--- config.mk ---
export PLATFORM = sky130hd
export DESIGN_NAME = core_sequencer
export DESIGN_NICKNAME = d
export VERILOG_FILES = /design/src/rtl/core_sequencer.sv
export SDC_FILE = /design/constraint.sdc
export NUM_CORES = 1
export LEC_CHECK = 0
export ABC_AREA = 1
export CAP_MARGIN = 20
export CORE_ASPECT_RATIO = 1.75
export CORE_UTILIZATION = 55
export CTS_BUF_LIST = sky130_fd_sc_hd__clkbuf_2 sky130_fd_sc_hd__clkbuf_4 sky130_fd_sc_hd__clkbuf_8
export CTS_CLUSTER_SIZE = 12
export DETAILED_ROUTE_END_ITERATION = 6
export HOLD_SLACK_MARGIN = 0.08
export PLACE_DENSITY = 0.82
export SLEW_MARGIN = 20
export SYNTH_ARGS = -nofsm -noshare
export SYNTH_HDL_FRONTEND = slang
export SYNTH_SLANG_ARGS = --single-unit
--- constraint.sdc ---
create_clock -name clk -period 1.9 [get_ports clk]
set_input_delay 0.285 -clock clk [delete_from_list [all_inputs] [get_ports clk]]
set_output_delay 0.285 -clock clk [all_outputs]
set_load 0.01 [all_outputs]
--- src/rtl/core_sequencer.sv ---
// Multi-cycle fetch/execute/memory-wait sequencer for the 9-bit core.
// Optional single-step support is enabled with `define SEQ_SINGLE_STEP_EN.
module core_sequencer #(
  parameter int unsigned CNT_W       = 16,
  parameter int unsigned MEM_TIMEOUT = 15
) (
  input  logic             clk,
  input  logic             rst_n,
  input  logic             start,
  input  logic             halt_instr,
  input  logic             mem_op,
  input  logic             mem_ready,
`ifdef SEQ_SINGLE_STEP_EN
  input  logic             step_mode,
  input  logic             step,
`endif
  output logic             pc_clr,
  output logic             pc_en,
  output logic             ir_load,
  output logic             wr_gate,
  output logic             mem_req,
  output logic             busy,
  output logic             done,
  output logic             err,
  output logic [CNT_W-1:0] cycle_cnt,
  output logic [CNT_W-1:0] retire_cnt
);

  localparam int unsigned TmoW = (MEM_TIMEOUT > 1) ? $clog2(MEM_TIMEOUT) : 1;
  localparam logic [TmoW-1:0] TmoLast = TmoW'(MEM_TIMEOUT - 1);

  typedef enum logic [2:0] {
    StIdle,
    StFetch,
    StExec,
    StMemWait,
    StHalt
`ifdef SEQ_SINGLE_STEP_EN
    , StStepHold
`endif
  } state_e;

  state_e            state_q, state_d;
  logic [TmoW-1:0]   tmo_q, tmo_d;
  logic [CNT_W-1:0]  cycle_d, retire_d;
  logic              err_d;
  logic              retire;
  logic              busy_d;

  function automatic logic [CNT_W-1:0] sat_inc(input logic [CNT_W-1:0] v);
    return (&v) ? v : v + CNT_W'(1);
  endfunction

  always_comb begin
    state_d  = state_q;
    tmo_d    = tmo_q;
    err_d    = err;
    cycle_d  = cycle_cnt;
    retire_d = retire_cnt;
    pc_clr   = 1'b0;
    retire   = 1'b0;

    // Hold-for-step is busy but deliberately not counted.
    if (state_q inside {StFetch, StExec, StMemWait}) cycle_d = sat_inc(cycle_cnt);

    unique case (state_q)
      StIdle, StHalt: begin
        if (start) begin
          pc_clr   = 1'b1;
          err_d    = 1'b0;
          cycle_d  = '0;
          retire_d = '0;
          state_d  = StFetch;
        end
      end
      StFetch: state_d = StExec;
      StExec: begin
        if (halt_instr) begin
          state_d = StHalt;
        end else if (mem_op) begin
          tmo_d   = '0;
          state_d = StMemWait;
        end else begin
          retire = 1'b1;
        end
      end
      StMemWait: begin
        if (mem_ready) begin
          retire = 1'b1;
        end else if (tmo_q == TmoLast) begin
          err_d   = 1'b1;
          state_d = StHalt;
        end else begin
          tmo_d = tmo_q + TmoW'(1);
        end
      end
`ifdef SEQ_SINGLE_STEP_EN
      StStepHold: begin
        if (step) state_d = StFetch;
      end
`endif
      default: state_d = StIdle;
    endcase

    if (retire) begin
      retire_d = sat_inc(retire_cnt);
`ifdef SEQ_SINGLE_STEP_EN
      state_d  = step_mode ? StStepHold : StFetch;
`else
      state_d  = StFetch;
`endif
    end

    wr_gate = retire;
    pc_en   = retire;

`ifdef SEQ_SINGLE_STEP_EN
    busy_d = state_d inside {StFetch, StExec, StMemWait, StStepHold};
`else
    busy_d = state_d inside {StFetch, StExec, StMemWait};
`endif
  end

  always_ff @(posedge clk or negedge rst_n) begin
    if (!rst_n) begin
      state_q    <= StIdle;
      tmo_q      <= '0;
      err        <= 1'b0;
      cycle_cnt  <= '0;
      retire_cnt <= '0;
      ir_load    <= 1'b0;
      mem_req    <= 1'b0;
      busy       <= 1'b0;
      done       <= 1'b0;
    end else begin
      state_q    <= state_d;
      tmo_q      <= tmo_d;
      err        <= err_d;
      cycle_cnt  <= cycle_d;
      retire_cnt <= retire_d;
      ir_load    <= (state_d == StFetch);
      mem_req    <= (state_d == StMemWait);
      busy       <= busy_d;
      done       <= (state_d == StHalt);
    end
  end

endmodule
---- Word level (Yosys, flattened, before mapping) ----
Index checks and enable logic that the tools add are counted.
word-level totals
  register bits after elaboration ......... 44
  bits in latches ......................... 0
  RAM bits ................................ 0
  ROM bits ................................ 0
  output and inout bits ................... 40
  word-level logic and storage cells ...... 71
  memories ................................ 0
operators by class
  add/subtract/negate cells ............... 3
  multiply operators ...................... 0
  divide/modulo/power cells ............... 0
  order comparisons ....................... 0
  equal/unequal tests ..................... 16
  shifts and indexed selects .............. 0
  mux-type cells .......................... 30
  bitwise gates (word level) .............. 0
  reductions and logical operators ........ 13
operators with widths
  cell                                                                    count
  16-bit two-way mux                                                      8
  16-bit by 1-bit adder with 16-bit output (second input constant)        2
  16-bit AND reduction                                                    2
  3-bit two-way mux                                                       6
  4-bit two-way mux                                                       4
  3-bit by 2-bit equality test with 1-bit output (second input constant)  4
  2-bit != test (second input constant)                                   6
  3-bit case mux with 4 select lines                                      1
  1-bit two-way mux                                                       8
  4-bit case mux with 2 select lines                                      1
  2-bit nonzero test                                                      4
  3-bit by 1-bit equality test with 1-bit output (second input constant)  2
  3-bit equality test (second input constant)                             2
  3-bit nonzero test                                                      2
  5-bit AND reduction                                                     1
  4-bit by 1-bit adder with 4-bit output (second input constant)          1
  4-bit equality test (second input constant)                             1
  1-bit case mux with 2 select lines                                      2
  4-bit AND reduction                                                     1
  3-bit logical NOT                                                       1
  3-bit AND reduction                                                     1
  2-bit by 1-bit != test with 1-bit output (second input constant)        1
  2-bit OR reduction                                                      1

---- Logic depth before layout (Yosys ltp) ----
Gate-level depths: netlist of run 1.
  word-level depth ........................ 7
  mapped depth ............................ 12
  gate-level depth less buffers ........... 10

---- Worst setup path before layout of run 1 ----
No wires, ideal clock.
  path type ............................... register to register
  start point ............................. reg retire_cnt[0]
  end point ............................... reg retire_cnt[3]
  setup time .............................. 0.065 ns
  arrival ................................. 1.587 ns
  data required time ...................... 1.835 ns
  setup slack ............................. 0.248 ns
  stages on the path, launching flop included .. 9
  buffers on the path ..................... 1
  cells stage by stage .................... dfrtp_1 > ha_1 > nand2_1 > nor2_2 > nand4_2 > o21ai_4 > buf_6 > nand2_1 > nand2_1
between the ends
  word-level cells in the longest chain between the ends .. 3
  elaborated cells on any way between the ends .. 6
RTL lines
  item                                                                                     RTL line  RTL
  from (decl)                                                                              26        output logic [CNT_W-1:0] retire_cnt
  from (signal assigned)                                                                   140       retire_cnt <= retire_d;
  16-bit by 1-bit adder with 16-bit output / 16-bit AND reduction (equally long branches)  51        return (&v) ? v : v + CNT_W'(1);
  16-bit two-way mux / 2-bit != test (equally long branches)                               -
  16-bit two-way mux / 3-bit AND reduction (equally long branches)                         -
Parallel ways exist; a longest one is shown, timed or not. The select of a mux whose other input is x is not followed.
A chain may end at the register's enable or synchronous reset.

---- Worst setup path in the final report of run 1 ----
  start point ............................. reg state_q[0]
  end point ............................... out pc_en
between the ends
  word-level cells in the longest chain between the ends .. 2
  elaborated cells on any way between the ends .. 3
RTL lines
  item                                            RTL line  RTL
  from (decl)                                     43        state_e state_q, state_d;
  from (signal assigned)                          126       state_q <= StIdle;
  from (signal assigned)                          136       state_q <= state_d;
  3-bit by 2-bit equality test with 1-bit output  66        unique case (state_q)
  1-bit case mux with 2 select lines *            66
  to (decl)                                       18        output logic pc_en,
Mark *: on every way between the ends. The rest lies on a longest branch, timed or not.

==> results of run 1 <==
==> through the flow <==
stage | hold slack (ns) | setup WS, ns | total power [W] | util | std cells
3_5_place_dp | 0.4021 | 0.04478 | 0.003149 | 0.7015 | 479
4_1_cts | 0.5206 | 0.1365 | 0.003920 | 0.7289 | 488
3_3_place_gp | 0.3982 | 0.02858 | 0.003112 | 0.7015 | 479
6_report | 0.5173 | 0.1280 | 0.003903 | 0.7289 | 488
2_1_floorplan | -0.01059 | 0.2481 | 0.002397 | - | 371
5_1_grt | 0.5788 | 0.008614 | 0.004181 | 0.7289 | 488
==> state kept, by name, indices dropped and copies added (netlist names) <==
name / flops
ir_load: 1
mem_req: 1
state_q: 3
err: 1
busy: 1
retire_cnt: 16
done: 1
tmo_q: 4
cycle_cnt: 16
==> area by class of cell <==
type | count | area, um2 | area share
well taps | 52 | 65.06 | 0.01913
clock buffers | 6 | 82.58 | 0.02428
multi-input cells | 287 | 1395 | 0.4102
repair buffers | 62 | 584.3 | 0.1718
inverters | 35 | 133.9 | 0.03937
clock inverters | 2 | 38.79 | 0.01141
flip-flops and latches | 44 | 1101 | 0.3238
==> worst max-delay path, delay by kind of cell, from the launching register on <==
kind | cells | cell delay [ns]
DFF | 1 | 0.44
buffers and inverters | 3 | 0.49
and+or+nand+nor | 3 | 0.25
==> kinds of logic after synthesis <==
logic type / after synthesis
buf+inv: 40
simple gates: 244
compound gates: 32
xor+xnor: 7
flops: 44
fa+ha+maj: 4
==> per-layer routing <==
metal / up-vias / wire, um / track usage
met5: - / 0 / 0
met1: 1247 / 2509 / 0.2996
met2: 77 / 3541 / 0.5161
met4: 0 / 261 / 0.1645
met3: 22 / 230 / 0.04854
li1: 1317 / - / -
==> worst min-delay path by stage <==
stage,from,endpoint,cells after the start
after floorplan,rst_n,busy,0
after global placement,rst_n,cycle_cnt[4],2
after detailed placement,rst_n,cycle_cnt[4],2
after CTS,err,err,2
after global routing,retire_cnt[1],retire_cnt[1],2
final,err,err,2
==> repair_timing <==
action / CTS / global route
endpoints found under the hold margin: 26 / 0
gates resized for setup: 3 / 0
hold buffers: 1 / 0
setup endpoints to repair: 3 / 0
==> power groups by stage <==
stage          registers (W)  clock network, W  logic (W)
2_1_floorplan        0.00143                 0   0.000970
3_5_place_dp         0.00139                 0    0.00176
3_3_place_gp         0.00138                 0    0.00173
6_report             0.00137          0.000783    0.00175
4_1_cts              0.00137          0.000790    0.00176
5_1_grt              0.00141          0.000827    0.00194
==> placed cells by master (no fill, tap or decap), types with 4 or more instances in the layout <==
master and instances:
nand3_1 37, clkbuf_8 6, a21oi_1 9, nor2_1 57, nand4_1 9, dfrtp_1 44
clkdlybuf4s50_1 41, xor2_1 5, inv_1 31, o21ai_0 6, nand2_1 121, ha_1 4
nand2_2 4, nor2_4 4, o21bai_1 5, buf_4 15
==> flow_metrics.tcl, run 1 <==
set metrics [dict create \
    run_status "finished, final reports clean" \
    power.clock.fraction 0.201 \
    die_w_um 54.72 \
    clock-root-buffer "clkbuf_8" \
    cts_tree "built" \
    initial_utilization 0.5733 \
    ys_seq_elements 44 \
    hpwl_mm 4.894 \
    hold_path.class "reg2reg" \
    num_io_pins 46 \
    vias 2663 \
    synth_top_cell_by_area "dfrtp_1" \
    synthTopCellsByArea "dfrtp_1 41%, nand2_1 17%, nor2_1 8.0%" \
    syn_avg_cell_area_um2 7.210 \
    reg2reg_from "cycle_cnt[1]" \
    ir_drop_v 0.0007345 \
    core_um2 4666 \
    switching_power_w 0.001571 \
    cts_setup_buffers 0 \
    portBuffers 45 \
    place_congestion 0.8716 \
    grt_overflow 0 \
    critPathKind "reg2out" \
    path_clk_slew_ns 0.10 \
    synth_top_area_frac 0.4116 \
    min_period_over_period 0.9326 \
    reg2regPathDepth 7 \
    synthFlopType "dfrtp_1" \
    relSlewSlack 0.6268 \
    finalMaxSlewViolations 0 \
    syn_area_um2 2675 \
    numCtsBuffers 5 \
    synthTopCellsByCount "121 x nand2_1, 57 x nor2_1, 44 x dfrtp_1, 37 x nand3_1, 31 x inv_1" \
    post-synth-top-count-cell "nand2_1" \
    yosysWarnings 0 \
    cp-start-kind "flop" \
    ys_seq_area_frac 0.4116 \
    crit_path_top_delay_cell "dfrtp_1" \
    clk_latency_ns 0.31 \
    antenna_found_initial 0 \
    wl_per_cell_um 13.41 \
    leakage_nw 1.624 \
    required_ns 1.62 \
    layout-drive-gt1-share 0.1078 \
    setup_viol 0 \
    drc_errors 0 \
    die_y_um 94.26 \
    drtIter0Drc 48 \
    totalWireLength_mm 6.542 \
    maxCapViolations 0 \
    grt_pass1_vias 2610 \
    synth-simple-area-share 0.3990 \
    crit_fanout 5 \
    worstMarginPinSlew_ns 0.5599 \
    ant_nets 0 \
    syn_to_final_growth_pct 27.13 \
    arrival_ns 1.49 \
    grt_max_degree 45 \
    p_comb_frac 0.448 \
    pwr-share-seq 0.352 \
    path_cells "inv_1, nand3_1, inv_2, nand2_2, nand2_4, dlygate4sd2_1" \
    synth_xor_area_frac 0.02292 \
    cts.sinks 44 \
    synth_nets 381 \
    hold_viol 0 \
    finalSetupTns_ns 0 \
    rrSetupSlack_ns 0.18 \
    nFillCells 382 \
    cts_max_level 2 \
    rsz0062_at_grt "no" \
    clock_skew_ns 0.01857 \
    rows 33 \
    fin_crit_ns 1.772 \
    nets 445 \
    reg2reg_to "cycle_cnt[0]" \
    firstDrtPassIters 4 \
    critPathCaptureType "primary output" \
    synth_top_family_by_area "simple AND/OR/NAND/NOR gates" \
    fp.dieArea_um2 5158 \
    synthMuxAreaShare 0 \
    antenna_cells 0 \
    cp-endpoint "pc_en" \
    synthArstFlopShare 1.000 \
    synth-compound-area-share 0.08092 \
    synth_cell_types 35 \
    p_int_w 0.002332 \
    grt.total_usage 0.2912 \
    synthAdderAreaFrac 0.01871 \
    synth-edff-count 0 \
    grt_pass1_wl_mm 10.87 \
    design_area_um2 3401 \
    startpoint "state_q[0]" \
    power_switching_share 0.4026 \
    dpl_cell_area_um2 3273 \
    synthCells 371 \
    clk_path_buf_depth 2 \
    cpPeakStageDelay_ns 0.44 \
    powerDensity_nw_per_um2 1148 \
    avgViaCountPerCell 5.457 \
    max_freq_mhz 564.3 \
]
Power figures use the tool's default switching activity.
==> run 2, diff against run 1 <==
PLACE_DENSITY = 0.93   (was 0.82)
==> run 2 against run 1 <==
Combinational power barely moved. Sequential power barely moved. Critical path depth rose by 2. Final cell count fell by 0.61%. Utilization fell by 0.67 points. Hold slack got worse by 0.035 ns. Setup slack improved by 0.0010 ns. Critical path type is now reg2reg. Sequential share of layout area rose by 0.34 points. Largest cell class unchanged.
==> flow_metrics.tcl, run 2 (same netlist as run 1, synthesis figures left out) <==
set metrics [dict create \
    run_status "finished, final reports clean" \
    place_congestion 0.8608 \
    arrival_ns 2.01 \
    cts.sinks 44 \
    initial_utilization 0.5733 \
    hold_path.class "in2async" \
    grt_pass1_wl_mm 11.26 \
    firstDrtPassIters 4 \
    wl_per_cell_um 14.00 \
    crit_top_cell "nand2_1" \
    hold_viol 0 \
    fin_crit_ns 1.771 \
    top_regs "cycle_cnt (16), retire_cnt (16), tmo_q (4)" \
    max_freq_mhz 564.7 \
    core_um2 4666 \
    critPathKind "reg2reg" \
    crit_fanout 13 \
    grt_max_degree 24 \
    grt.total_usage 0.3012 \
    grt_overflow 0 \
    antenna_found_initial 0 \
    maxCapViolations 0 \
    rows 33 \
    fin_hold_ws_ns 0.4827 \
    layout-drive-gt1-share 0.1062 \
    relSlewSlack 0.6477 \
    critPathCaptureType "flop" \
    path_cells "ha_1, nand2_1, nor2_2, nand4_2, o21ai_4, buf_12, nand2_1, nand2_1" \
    totalWireLength_mm 6.789 \
    cts_tree "built" \
    leakage_nw 1.603 \
    die_w_um 54.72 \
    ir_drop_v 0.0007349 \
    finalMaxSlewViolations 0 \
    cpPeakStageDelay_ns 0.45 \
    clk_latency_ns 0.30 \
    die_y_um 94.26 \
    cp-start-kind "flop" \
    nFillCells 366 \
    multi_input_area_um2 1405 \
    required_ns 2.13 \
    hpwl_mm 5.068 \
    drc_errors 0 \
    clk_path_buf_depth 2 \
    path_clk_slew_ns 0.09 \
    clock_skew_ns 0.01151 \
    fp.dieArea_um2 5158 \
    crit_path_top_delay_cell "dfrtp_1" \
    seqCellArea_um2 1102 \
    min_period_over_period 0.9321 \
    finalSetupTns_ns 0 \
    grt_pass1_vias 2562 \
    vias 2693 \
    nets 443 \
    worstMarginPinSlew_ns 0.5285 \
    rsz0062_at_grt "no" \
    numCtsBuffers 5 \
    setup_viol 0 \
    ant_nets 0 \
    antenna_cells 0 \
    final_cell_mix "121 x nand2_1, 57 x nor2_1, 43 x dfrtp_1" \
    avgViaCountPerCell 5.553 \
    clock-root-buffer "clkbuf_8" \
    portBuffers 45 \
    syn_to_final_growth_pct 25.96 \
    num_io_pins 46 \
    drtIter0Drc 86 \
    powerDensity_nw_per_um2 1105 \
    cts_max_level 2 \
    layout_commonest_cell "nand2_1" \
]
[run 2: metal layers]
metal  wire (um)  share of wire  GRT usage
met5           0              0          0
met4         258          0.038     0.1603
met3         235          0.035    0.04854
met2        3647           0.54     0.5211
met1        2647           0.39     0.3288
[run 2: path summary, 6_finish.rpt]
kind                                   to           from  slack (ns)  depth (start not counted)
min in group clk                      err            err        0.51                          2
max reg2reg                retire_cnt[10]  retire_cnt[0]        0.13                          8
max                        retire_cnt[10]  retire_cnt[0]        0.13                          8
min reg2reg                           err            err        0.51                          2
min                          cycle_cnt[5]          rst_n        0.48                          2
max in group asynchronous   cycle_cnt[11]          rst_n        0.91                          3
[run 2: metrics by stage]
step	instance area [um2]	setup slack (ns)	power [W]	cells	utilization
after floorplan	2675	0.2481	0.002397	371	-
after CTS	3358	0.1332	0.003713	485	0.7198
final	3369	0.1291	0.003724	485	0.7222
after detailed placement	3263	0.06587	0.003134	476	0.6994
after global routing	3369	0.05129	0.004013	485	0.7222
after global placement	3263	0.06215	0.003073	476	0.6994
[run 2: final cells by class]
class / count / area share
Sequential cell: 44 / 0.3271
Multi-Input combinational cell: 287 / 0.4170
Inverter: 35 / 0.03973
Timing Repair Buffer: 60 / 0.1727
Clock inverter: 1 / 0.001485
Clock buffer: 6 / 0.02265
Tap cell: 52 / 0.01931
[run 2: repair_timing]
item,4_1_cts,5_1_grt
buffers inserted,1,0
gates cloned,0,0
resized for setup,3,3
hold endpoints to repair,21,0
setup endpoints to repair,3,9
hold buffers,1,0
[run 2: where the power goes]
part | internal [W] | switching, W
registers | 0.00115 | 0.000243
clock network | 0.000265 | 0.000310
logic | 0.000755 | 0.00100
[run 2: critical path, delay by kind of cell (launching register included)]
kind                       cells  cell delay, ns
and+or+nand+nor                5            0.60
DFF                            1            0.45
buffers and inverters          1            0.16
AOI/OAI and AO/OA              1            0.24
adders and majority gates      1            0.25
==> run 3, diff against run 2 <==
HOLD_SLACK_MARGIN = 0.03   (was 0.08)
PLACE_DENSITY = 0.82   (was 0.93)
==> run 3 against run 2 <==
First-iteration DRC count is 57% lower. Utilization grew 0.46 points. Clock skew increased by 0.0053 ns. Clock-buffer cell count is the same. Sequential share of layout area fell by 0.24 points. Hold slack worse by 0.44 ns. Clock power increased by 36%. Maximum frequency grew 0.42%. Via count decreased by 1.7%. Critical path depth is 2 lower. Final cell count rose by 0.41%. Power is 4.6% higher. Critical path type is now reg2out. Critical endpoint is now pc_en. Highest routed layer unchanged.
==> flow_metrics.tcl, run 3 (same netlist as run 1, synthesis figures left out) <==
set metrics [dict create \
    relSlewSlack 0.6185 \
    setup_ws_ns 0.1364 \
    cts_max_level 2 \
    hpwl_mm 4.894 \
    die_y_um 94.26 \
    numCtsBuffers 5 \
    initial_utilization 0.5733 \
    vias 2647 \
    cts_setup_buffers 0 \
    maxCapViolations 0 \
    layout-drive-gt1-share 0.1080 \
    hold_path.class "in2async" \
    min_period_over_period 0.9282 \
    nets 444 \
    reg2regPathDepth 7 \
    leakage_nw 1.620 \
    antenna_found_initial 0 \
    rows 33 \
    grt.total_usage 0.2912 \
    hold_viol 0 \
    wl_per_cell_um 13.45 \
    path_clk_slew_ns 0.10 \
    drc_errors 0 \
    post-place-ws_ns 0.04478 \
    fin_crit_ns 1.764 \
    ir_drop_v 0.0007348 \
    startpoint "state_q[0]" \
    top_regs "cycle_cnt (16), retire_cnt (16), tmo_q (4)" \
    worstMarginPinSlew_ns 0.5723 \
    clock-root-buffer "clkbuf_8" \
    die_w_um 54.72 \
    drtIter0Drc 37 \
    nFillCells 383 \
    num_io_pins 46 \
    required_ns 1.62 \
    rsz0062_at_grt "no" \
    clk_path_buf_depth 2 \
    totalWireLength_mm 6.551 \
    grt_use_met3 0.04854 \
    finalMaxSlewViolations 0 \
    reg2reg_from "cycle_cnt[1]" \
    grt_overflow 0 \
    critPathCaptureType "primary output" \
    arrival_ns 1.48 \
    finalSetupTns_ns 0 \
    firstDrtPassIters 4 \
    portBuffers 45 \
    use_met1 0.2996 \
    cp-start-kind "flop" \
    ant_nets 0 \
    final_cell_mix "121 x nand2_1, 57 x nor2_1, 44 x dfrtp_1" \
    reg2reg_to "cycle_cnt[0]" \
    syn_to_final_growth_pct 26.75 \
    powerDensity_nw_per_um2 1149 \
    busiest_layer "met2" \
    antenna_cells 0 \
    core_um2 4666 \
    critPathKind "reg2out" \
    clk_latency_ns 0.31 \
    avgViaCountPerCell 5.435 \
    clock_skew_ns 0.01677 \
    cts.sinks 44 \
    cts_tree "built" \
    grt_pass1_vias 2610 \
    crit_fanout 5 \
    fp.dieArea_um2 5158 \
    grt_max_degree 45 \
    grt_use_met2 0.5161 \
    layout_commonest_cell "nand2_1" \
    grt_pass1_wl_mm 10.87 \
    max_freq_mhz 567.0 \
    run_status "finished, final reports clean" \
    setup_viol 0 \
    rrSetupSlack_ns 0.16 \
    place_congestion 0.8716 \
]
run 3: worst max path at each step:
stage          depth (start not counted)       endpoint  slack, ns
2_1_floorplan                          8  retire_cnt[3]       0.25
3_3_place_gp                           5          pc_en       0.03
3_5_place_dp                           5          pc_en       0.04
4_1_cts                                6          pc_en       0.14
5_1_grt                                7   cycle_cnt[0]      0.009
6_report                               6          pc_en       0.14
run 3: repair_timing:
item                                    CTS  global route
gates resized for setup                   3             0
endpoints found under the setup margin    3             0
hold buffers                              0             0
run 3: cell type report:
| cell class | count | area (um2) | share of cell area |
|---|---|---|---|
| clock buffers | 6 | 82.58 | 0.02435 |
| multi-input cells | 287 | 1395 | 0.4114 |
| clock inverters | 2 | 38.79 | 0.01144 |
| repair buffers | 61 | 574.3 | 0.1694 |
| inverters | 35 | 133.9 | 0.03948 |
| well taps | 52 | 65.06 | 0.01919 |
| flip-flops and latches | 44 | 1101 | 0.3247 |
run 3: per-stage QoR:
stage | utilization | cell area (um2) | hold WS, ns | power (W) | std cells
2_1_floorplan | - | 2675 | -0.01059 | 0.002397 | 371
5_1_grt | 0.7267 | 3391 | 0.09620 | 0.004179 | 487
3_5_place_dp | 0.7015 | 3273 | 0.4021 | 0.003149 | 479
3_3_place_gp | 0.7015 | 3273 | 0.3982 | 0.003112 | 479
4_1_cts | 0.7267 | 3391 | 0.07066 | 0.003918 | 487
6_report | 0.7267 | 3391 | 0.04106 | 0.003897 | 487
run 3: power by group:
group          internal (W)  total [W]  switching (W)
clock network      0.000431   0.000781       0.000350
registers           0.00115    0.00137       0.000225
logic              0.000755    0.00175       0.000991
run 3: metal layers:
layer  up-vias  wire length (um)
li1       1317                 -
met1      1232              2466
met2        78              3585
met3        20               265
met4         0               234
met5         -                 0
run 3: worst max-delay path, stage by stage, from the launching register on:
cell           delay [ns]
dfrtp_1              0.44
inv_1                0.13
nand3_1              0.10
inv_2                0.07
nand2_2              0.06
nand2_4              0.08
dlygate4sd2_1        0.29
